$ cat src/rtl/ir_prefetch_pkg.sv
// Shared defaults and helpers for the instruction register / prefetch queue.
package ir_prefetch_pkg;
   localparam int IW_DEF    = 8;
   localparam int OPW_DEF   = 4;
   localparam int DEPTH_DEF = 4;

   function automatic int opnd_w(input int iw, input int opw);
      return iw - opw;
   endfunction

   localparam logic [opnd_w(IW_DEF, OPW_DEF)-1:0] ZERO_OPND = '0;
endpackage

$ cat src/rtl/ir_prefetch_if.sv
// Memory-side handshake plus controller/bus-side fields of the prefetching IR.
interface ir_prefetch_if
   import ir_prefetch_pkg::*;
#(
   parameter int IW    = IW_DEF,
   parameter int OPW   = OPW_DEF,
   parameter int DEPTH = DEPTH_DEF
) ();
   logic                      in_valid;
   logic [IW-1:0]             in_data;
   logic                      in_ready;
   logic                      li;
   logic                      ei;
   logic                      flush;
   logic [OPW-1:0]            ctrl;
   logic [IW-OPW-1:0]         bus;
   logic                      ir_valid;
   logic [$clog2(DEPTH):0]    count;

   modport master (
      output in_valid, in_data, li, ei, flush,
      input  in_ready, ctrl, bus, ir_valid, count
   );
   modport slave (
      input  in_valid, in_data, li, ei, flush,
      output in_ready, ctrl, bus, ir_valid, count
   );
endinterface

$ cat src/rtl/ir_fifo.sv
// Prefetch FIFO: power-of-two storage with free-running wrapping pointers and an exact count.
module ir_fifo #(
   parameter int WIDTH = 8,
   parameter int DEPTH = 4
) (
   input  logic                     clk,
   input  logic                     clr,
   input  logic                     push,
   input  logic                     pop,
   input  logic                     flush,
   input  logic [WIDTH-1:0]         wdata,
   output logic [WIDTH-1:0]         rdata,
   output logic [$clog2(DEPTH):0]   count,
   output logic                     full,
   output logic                     empty
);
   localparam int AW = $clog2(DEPTH);

   logic [WIDTH-1:0] mem_q [DEPTH];
   logic [WIDTH-1:0] mem_d [DEPTH];
   logic [AW-1:0]    wp_q, wp_d, rp_q, rp_d;
   logic [AW:0]      cnt_q, cnt_d;
   logic             do_push, do_pop;

   assign full    = (cnt_q == (AW+1)'(DEPTH));
   assign empty   = (cnt_q == '0);
   assign do_push = push && !full;
   assign do_pop  = pop && !empty;
   assign rdata   = mem_q[rp_q];
   assign count   = cnt_q;

   always_comb begin
      mem_d = mem_q;
      wp_d  = wp_q;
      rp_d  = rp_q;
      cnt_d = cnt_q;
      if (flush) begin
         wp_d  = '0;
         rp_d  = '0;
         cnt_d = '0;
      end else begin
         if (do_push) begin
            mem_d[wp_q] = wdata;
            wp_d        = wp_q + AW'(1);
         end
         if (do_pop) rp_d = rp_q + AW'(1);
         // Push and pop together leave the count alone.
         case ({do_push, do_pop})
            2'b10:   cnt_d = cnt_q + (AW+1)'(1);
            2'b01:   cnt_d = cnt_q - (AW+1)'(1);
            default: cnt_d = cnt_q;
         endcase
      end
   end

   always_ff @(posedge clk or posedge clr) begin
      if (clr) begin
         mem_q <= '{default: '0};
         wp_q  <= '0;
         rp_q  <= '0;
         cnt_q <= '0;
      end else begin
         mem_q <= mem_d;
         wp_q  <= wp_d;
         rp_q  <= rp_d;
         cnt_q <= cnt_d;
      end
   end
endmodule

$ cat src/rtl/ir_prefetch.sv
// Instruction register fed from a prefetch FIFO; opcode goes to the sequencer,
// operand is gated onto the shared bus.
module ir_prefetch
   import ir_prefetch_pkg::*;
#(
   parameter int IW    = IW_DEF,
   parameter int OPW   = OPW_DEF,
   parameter int DEPTH = DEPTH_DEF
) (
   input  logic         clk,
   input  logic         clr,
   ir_prefetch_if.slave pf
);
   localparam int OW = opnd_w(IW, OPW);

   logic                   push, pop, full, empty;
   logic [IW-1:0]          head;
   logic [IW-1:0]          ir_q, ir_d;
   logic                   irv_q, irv_d;
   logic [$clog2(DEPTH):0] cnt;

   // Ready ignores li on purpose: no push-into-pop slot when full.
   assign pf.in_ready = !full && !pf.flush;
   assign push        = pf.in_valid && pf.in_ready;
   assign pop         = pf.li && !empty && !pf.flush;

   ir_fifo #(.WIDTH(IW), .DEPTH(DEPTH)) u_fifo (
      .clk   (clk),
      .clr   (clr),
      .push  (push),
      .pop   (pop),
      .flush (pf.flush),
      .wdata (pf.in_data),
      .rdata (head),
      .count (cnt),
      .full  (full),
      .empty (empty)
   );

   always_comb begin
      ir_d  = ir_q;
      irv_d = irv_q;
      if (pf.flush) begin
         ir_d  = '0;
         irv_d = 1'b0;
      end else if (pf.li) begin
         // Loading from an empty queue yields a bubble rather than bypassing in_data.
         ir_d  = empty ? '0 : head;
         irv_d = !empty;
      end
   end

   always_ff @(posedge clk or posedge clr) begin
      if (clr) begin
         ir_q  <= '0;
         irv_q <= 1'b0;
      end else begin
         ir_q  <= ir_d;
         irv_q <= irv_d;
      end
   end

   assign pf.ctrl     = ir_q[IW-1 -: OPW];
   assign pf.bus      = pf.ei ? ir_q[OW-1:0] : OW'(ZERO_OPND);
   assign pf.ir_valid = irv_q;
   assign pf.count    = cnt;
endmodule
$ cat src/flat_wrapper.sv
// flat-port wrapper written by rule: the top's interface ports become plain ports
module ir_prefetch_flat import ir_prefetch_pkg::*;
#(
   parameter int IW    = IW_DEF,
   parameter int OPW   = OPW_DEF,
   parameter int DEPTH = DEPTH_DEF
)
  (clk, clr, pf_in_valid, pf_in_data, pf_li, pf_ei, pf_flush, pf_in_ready, pf_ctrl, pf_bus, pf_ir_valid, pf_count);
  ir_prefetch_if #(.IW(IW), .OPW(OPW), .DEPTH(DEPTH)) pf_i ();
  input  logic clk;
  input  logic clr;
  input wire logic [$bits(pf_i.in_valid)-1:0] pf_in_valid;
  input wire logic [$bits(pf_i.in_data)-1:0] pf_in_data;
  input wire logic [$bits(pf_i.li)-1:0] pf_li;
  input wire logic [$bits(pf_i.ei)-1:0] pf_ei;
  input wire logic [$bits(pf_i.flush)-1:0] pf_flush;
  output wire logic [$bits(pf_i.in_ready)-1:0] pf_in_ready;
  output wire logic [$bits(pf_i.ctrl)-1:0] pf_ctrl;
  output wire logic [$bits(pf_i.bus)-1:0] pf_bus;
  output wire logic [$bits(pf_i.ir_valid)-1:0] pf_ir_valid;
  output wire logic [$bits(pf_i.count)-1:0] pf_count;
  assign pf_i.in_valid = pf_in_valid;
  assign pf_i.in_data = pf_in_data;
  assign pf_i.li = pf_li;
  assign pf_i.ei = pf_ei;
  assign pf_i.flush = pf_flush;
  assign pf_in_ready = pf_i.in_ready;
  assign pf_ctrl = pf_i.ctrl;
  assign pf_bus = pf_i.bus;
  assign pf_ir_valid = pf_i.ir_valid;
  assign pf_count = pf_i.count;
  ir_prefetch #(.IW(IW), .OPW(OPW), .DEPTH(DEPTH)) u_core (.clk(clk), .clr(clr), .pf(pf_i));
endmodule
$ cat config.mk
export PLATFORM = sky130hd
export DESIGN_NAME = ir_prefetch_flat
export DESIGN_NICKNAME = d
export VERILOG_FILES = /design/src/rtl/ir_prefetch_pkg.sv /design/src/rtl/ir_prefetch_if.sv /design/src/rtl/ir_fifo.sv /design/src/rtl/ir_prefetch.sv /design/src/flat_wrapper.sv
export SDC_FILE = /design/constraint.sdc
export NUM_CORES = 1
export LEC_CHECK = 0
export ABC_CLOCK_PERIOD_IN_PS = 3650
export CAP_MARGIN = 5
export CELL_PAD_IN_SITES_DETAIL_PLACEMENT = 1
export CELL_PAD_IN_SITES_GLOBAL_PLACEMENT = 1
export CORE_MARGIN = 1
export CORE_UTILIZATION = 23
export CTS_CLUSTER_SIZE = 40
export DETAILED_ROUTE_END_ITERATION = 16
export GPL_TIMING_DRIVEN = 0
export PLACE_DENSITY_LB_ADDON = 0.05
export SYNTH_ARGS = -nofsm -noshare
export SYNTH_HDL_FRONTEND = slang
export SYNTH_HIERARCHICAL = 1
export SYNTH_SLANG_ARGS = --single-unit
$ cat constraint.sdc
create_clock -name clk -period 3.65 [get_ports clk]
set_input_delay 1.095 -clock clk [delete_from_list [all_inputs] [get_ports clk]]
set_output_delay 1.095 -clock clk [all_outputs]
set_load 0.01 [all_outputs]
Word-level counts from Yosys, hierarchy flattened
Index checks and enable logic that the tools add are counted.

storage, ports and cells
  bits of input ports = 14
  output and inout bits = 13
  flip-flop bits (word level) = 48
  logic and storage cells = 56

cells by class
  add/sub/neg operators = 4
  $lt $le $gt $ge = 3
  reduce and logical (&&, ||, !) cells = 16
  muxes and demuxes = 18
  equal/unequal tests = 3
  bitwise operators = 3

operators by type and width
  operator                                                     count
  2-to-1 mux 8 bit                                             6
  bitwise mux 32 bit                                           1
  binary-select mux 8 bit (select 2 bit)                       1
  demux 8 bit (select 2 bit)                                   1
  2-to-1 mux 2 bit                                             4
  logical AND 1 bit                                            7
  greater-or-equal comparator 3 bit (second input constant)    2
  NOT 2 -> 3 bit                                               2
  case mux 3 bit (2 select lines)                              1
  nonzero test 2 bit                                           3
  adder 2 x 1 -> 2 bit (second input constant)                 2
  2-to-1 mux 4 bit                                             1
  adder 3 x 1 -> 3 bit (second input constant)                 1
  == test 3 bit (second input constant)                        1
  zero test 1 bit                                              3
  zero test 3 bit                                              1
  less-than comparator 3 x 1 -> 1 bit (second input constant)  1
  2-to-1 mux 3 bit                                             1
  nonzero test 3 bit                                           1
  subtractor 3 x 1 -> 3 bit (second input constant)            1
  == test 2 x 1 -> 1 bit (second input constant)               1
  == test 2 bit (second input constant)                        1
  2-to-1 mux 1 bit                                             2
  AND reduction 2 bit                                          1
  NOT 1 bit                                                    1

Depth between registers and ports, before layout
  depth in word-level cells = 8
  mapped depth = 14
  gate-level depth less buffers = 10

Hierarchy
The synthesis kept the hierarchy.

by module, submodules not included
  module       cells an instance  area an instance (sq um)  times used  seq. area each (sq um)
  ir_fifo      139                1983.2                    1           975.9
  ir_prefetch  42                 496.7                     1           225.2

Least setup slack after synthesis
Ideal clock, no wire load.

  kind = in2reg
  from = in pf_flush
  to = reg u_core.u_fifo.cnt_q[2] (netlist: u_core/u_fifo/count[2])
  required time = 3.513 ns
  setup time = 0.137 ns
  data arrival time = 2.997 ns
  cell stages on the path = 11
  setup slack = 0.516 ns
  buffers on the path = 3
  cell sequence = buf_6 nor2_1 and2_1 buf_2 buf_2 o21a_1 nor2_1 fa_1 nand2b_1 o221ai_1 a31oi_1

on the way
  cells in the longest elaborated chain, start to end = 7
  elaborated cells between the ends (all ways) = 11
  classes of those cells = eq/ne: 2; mux: 2; reduce/logical: 7

ends and longest elaborated chain
  item                                                     line                RTL
  from (decl)                                              flat_wrapper.sv:16  input wire logic [$bits(pf_i.flush)-1:0] pf_flush;
  zero test 1 bit (*)                                      ir_prefetch.sv:23   assign pf.in_ready = !full && !pf.flush;
  logical AND 1 bit (*)                                    ir_prefetch.sv:23
  via pf_in_ready                                          flat_wrapper.sv:17  output wire logic [$bits(pf_i.in_ready)-1:0] pf_in_ready;
  logical AND 1 bit (*)                                    ir_prefetch.sv:24   assign push = pf.in_valid && pf.in_ready;
  via u_core.push                                          ir_prefetch.sv:16   logic push, pop, full, empty;
  logical AND 1 bit (*)                                    ir_fifo.sv:27       assign do_push = push && !full;
  == test 2 x 1 -> 1 bit or == test 2 bit (tied branches)  ir_fifo.sv:48       case ({do_push, do_pop})
  case mux 3 bit (2 select lines)                          ir_fifo.sv:48
  2-to-1 mux 3 bit                                         ir_fifo.sv:37       if (flush) begin
  to (signal assigned)                                     ir_fifo.sv:66       cnt_q <= cnt_d;
  to (decl)                                                ir_fifo.sv:22       logic [AW:0] cnt_q, cnt_d;

The timed path passes the listed nets; every way through them passes the cells marked *.
A chain may end at the register's enable or synchronous reset.

Worst setup path in the final report
  from = in pf_flush
  to = out pf_in_ready

on the way
  cells in the longest elaborated chain, start to end = 2

ends and longest elaborated chain
  item               line
  zero test 1 bit    ir_prefetch.sv:23
  logical AND 1 bit  ir_prefetch.sv:23
  to (decl)          flat_wrapper.sv:17

Every way passes these cells.

==> metrics <==
syn nets 200; Tmin final approximately 3.5 ns; P_leak between 1 and 1.5 nW; worst slew pin tran 0.890 ns; Initial Utilization 0.239; status finished, final reports clean; CP Capture Type output port; clock skew about 0.0078 ns; Largest stage delay, worst path between 0.5 and 0.6 ns; CP max-delay cell clkdlybuf4s50_1; NumNets Final 232; DP HPWL ~4300 µm; DR vias 1553; total wire length approximately 6000 µm; Final Max Tran Viols 0; CTS tree built; Final period util 0.967; placed cell area a little under 3000 µm²; maxcap violations 0; routed length per placed instance 17.3 µm; Clock Sinks 48; worst-case clock buffer depth 2; reg2reg setup slack 0.50 ns; Post-Layout Inst Area about 3000 µm²; gr usage total 0.118; register area share after synthesis 0.484; grt met1 use 0.148; number of synthesized flops with an enable pin 0; prevailing post-synth register cell dfrtp_1; final routed DRC violation total 0; Die Wd about 110 µm; CP Cell Sequence clkdlybuf4s50_1 > buf_6 > nor2_1 > clkdlybuf4s50_1; clock slew seen by the registers of the worst setup and hold paths 0.09 ns; antenna cells 0; fillers between 1000 and 1500; Avg Cell Area, Syn ~14 µm²; Core Box Area 10400 µm²; total CTS buffers 5; Post-CTS Setup Inserts 0; reg-to-reg startpoint u_core/u_fifo/count[0]; hold path startpoint u_core/ir_q[4]; top-count cell post-synth dfrtp_1; synth warn 6; Post-DRT Antenna Nets 0; Min-Delay Path Class flip-flop to flip-flop; vias in the first global route roughly 1800; Worst-Skew Late Latency ~0.30 ns; Power Density between 300 and 400 nW/µm²; first-pass GRT wire length 9850 µm; Via density roughly 4.4; ys async rst share 1.00; Rows 37; fmax around 280 MHz; Mapped Cells roughly 180; largest net degree at the start of global routing 40; total grt overflow 0; 1st-iter DRT viols between 40 and 50; CTS Root Cell clkbuf_8; top cells by area, synth dfrtp_1 48%, mux2_2 14%, mux4_2 7.3%, nand4b_4 3.8%, a31o_2 2.1%; Yosys top cell area share 0.484; Synth top cells by count 48 x dfrtp_1, 31 x mux2_2, 9 x nor2_1; area leader, netlist dfrtp_1; Post-Syn Area around 2500 µm²; initial antenna violation count 0; Hold Path Depth 1; met3 global-route usage 0.0223; RSZ-0062 raised after global routing false; WP data arrival around 2.4 ns; DIE HEIGHT between 100 and 150 µm; CP required ~2.6 ns; post-synth cell types 39; crit path kind primary input to output port; reg2reg end u_core/u_fifo/count[1]; most used cell, CP clkdlybuf4s50_1; share of post-route cells with drive strength above 1 0.352; Port Buffer Count 25; area grow syn2layout 20.4%; RePlAce Congestion about 0.67; Worst setup SP type primary input; WHS Endpoint u_core/ir_q[4]; final hold violations 0; Max FO, Critical Path 10; H-Tree Depth 2; Util after Layout 0.288; met2 usage 0.205; Top Ports 27; Worst VDD drop between 0.0001 and 0.00015 V; Most Used Layer, Global Route met2; R2R depth 11; final setup fails 0; Rel. slew slack 0.406; Synth Register Bits 48; DR pass1 iterations 3; die area 11200 µm²; Total Power around 0.0011 W
## layout make-up
class | instances | area, µm² | share of cell area
tap | 136 | 170 | 0.0570
multi-input combinational | 110 | 1130 | 0.379
clock inverter | 2 | 12.5 | 0.00419
timing repair buffer | 25 | 250 | 0.0838
sequential | 48 | 1200 | 0.402
clock buffer | 5 | 68.8 | 0.0230
inverter | 8 | 30.0 | 0.0101
buffer | 15 | 121 | 0.0406
## flip-flops by register name, summed over array words and instances, names as in the netlist
register / cells
u_core/pf.ir_valid: 1
u_core/ir_q: 8
u_core/u_fifo/mem_q: 32
u_core/u_fifo/count: 3
u_core/u_fifo/rp_q: 2
u_core/u_fifo/wp_q: 2
## per-layer routing
metal / part of all wire / vias up
li1: - / 719
met1: 0.46 / 808
met2: 0.51 / 21
met3: 0.027 / 5
met4: 0.0079 / 0
met5: 0 / -
## worst max-delay path, delay by kind of cell
kind	cells	cell delay, ns
AND/OR/NAND/NOR	1	0.15
buffers and inverters	3	1.18
## logic make-up (layout without fill, tap and decap cells)
family	after synthesis	in the layout	synth area share
AO/OA/AOI/OAI	23	23	0.0732
XOR/XNOR	3	3	0.0106
adder cells (fa/ha/maj)	5	5	0.0283
buffers and inverters	23	55	0.0590
flip-flops	48	48	0.484
multiplexers	41	41	0.222
AND/OR/NAND/NOR	38	38	0.122
## cell usage in the layout, fill, tap and decap left out, drive strengths merged
master and n:
a211oi 2, a21o 1, a21oi 3, a31o 6
a31oi 1, a32o 2, and2 6, buf 10
clkbuf 10, clkdlybuf4s50 25, clkinv 1, clkinvlp 1
dfrtp 48, fa 1, ha 4, inv 8
mux2 33, mux4 8, nand2 2, nand2b 1
nand3 4, nand4b 5, nor2 10, nor3b 6
o2111ai 2, o21a 1, o21ai 2, o221ai 1
o311ai 1, o31ai 1, or2 3, or3b 1
xnor2 1, xor2 2
## where the power goes
part           total (W)  internal [W]  switching (W)
sequential      0.000619      0.000590      0.0000298
clock           0.000309      0.000130       0.000179
combinational   0.000174     0.0000984      0.0000752
total            0.00110      0.000818       0.000284
## through the flow
stage / TNS, ns / hold WS, ns / cells / worst slack [ns]
after global routing: 0 / 0.523 / 349 / 0.0596
after CTS: 0 / 0.514 / 349 / 0.104
after global placement: -0.115 / 0.469 / 342 / -0.0723
after floorplan: 0 / 0.459 / 181 / 0.516
final: 0 / 0.507 / 349 / 0.122
after detailed placement: -0.342 / 0.489 / 342 / -0.189
## worst max path at each step
stage	endpoint	cells past startpoint	start
floorplan	u_core/u_fifo/count[2]	11	pf_flush
global placement	u_core/u_fifo/count[2]	12	pf_flush
detailed placement	u_core/u_fifo/count[1]	11	pf_flush
CTS	pf_in_ready	4	pf_flush
global route	u_core/u_fifo/count[1]	11	pf_flush
finish	pf_in_ready	4	pf_flush
## repair_timing
action	CTS	global route
gates resized for setup	0	2
setup endpoints to repair	0	1
hold buffers	0	0
No activity file was read; power rests on OpenSTA's default activity.
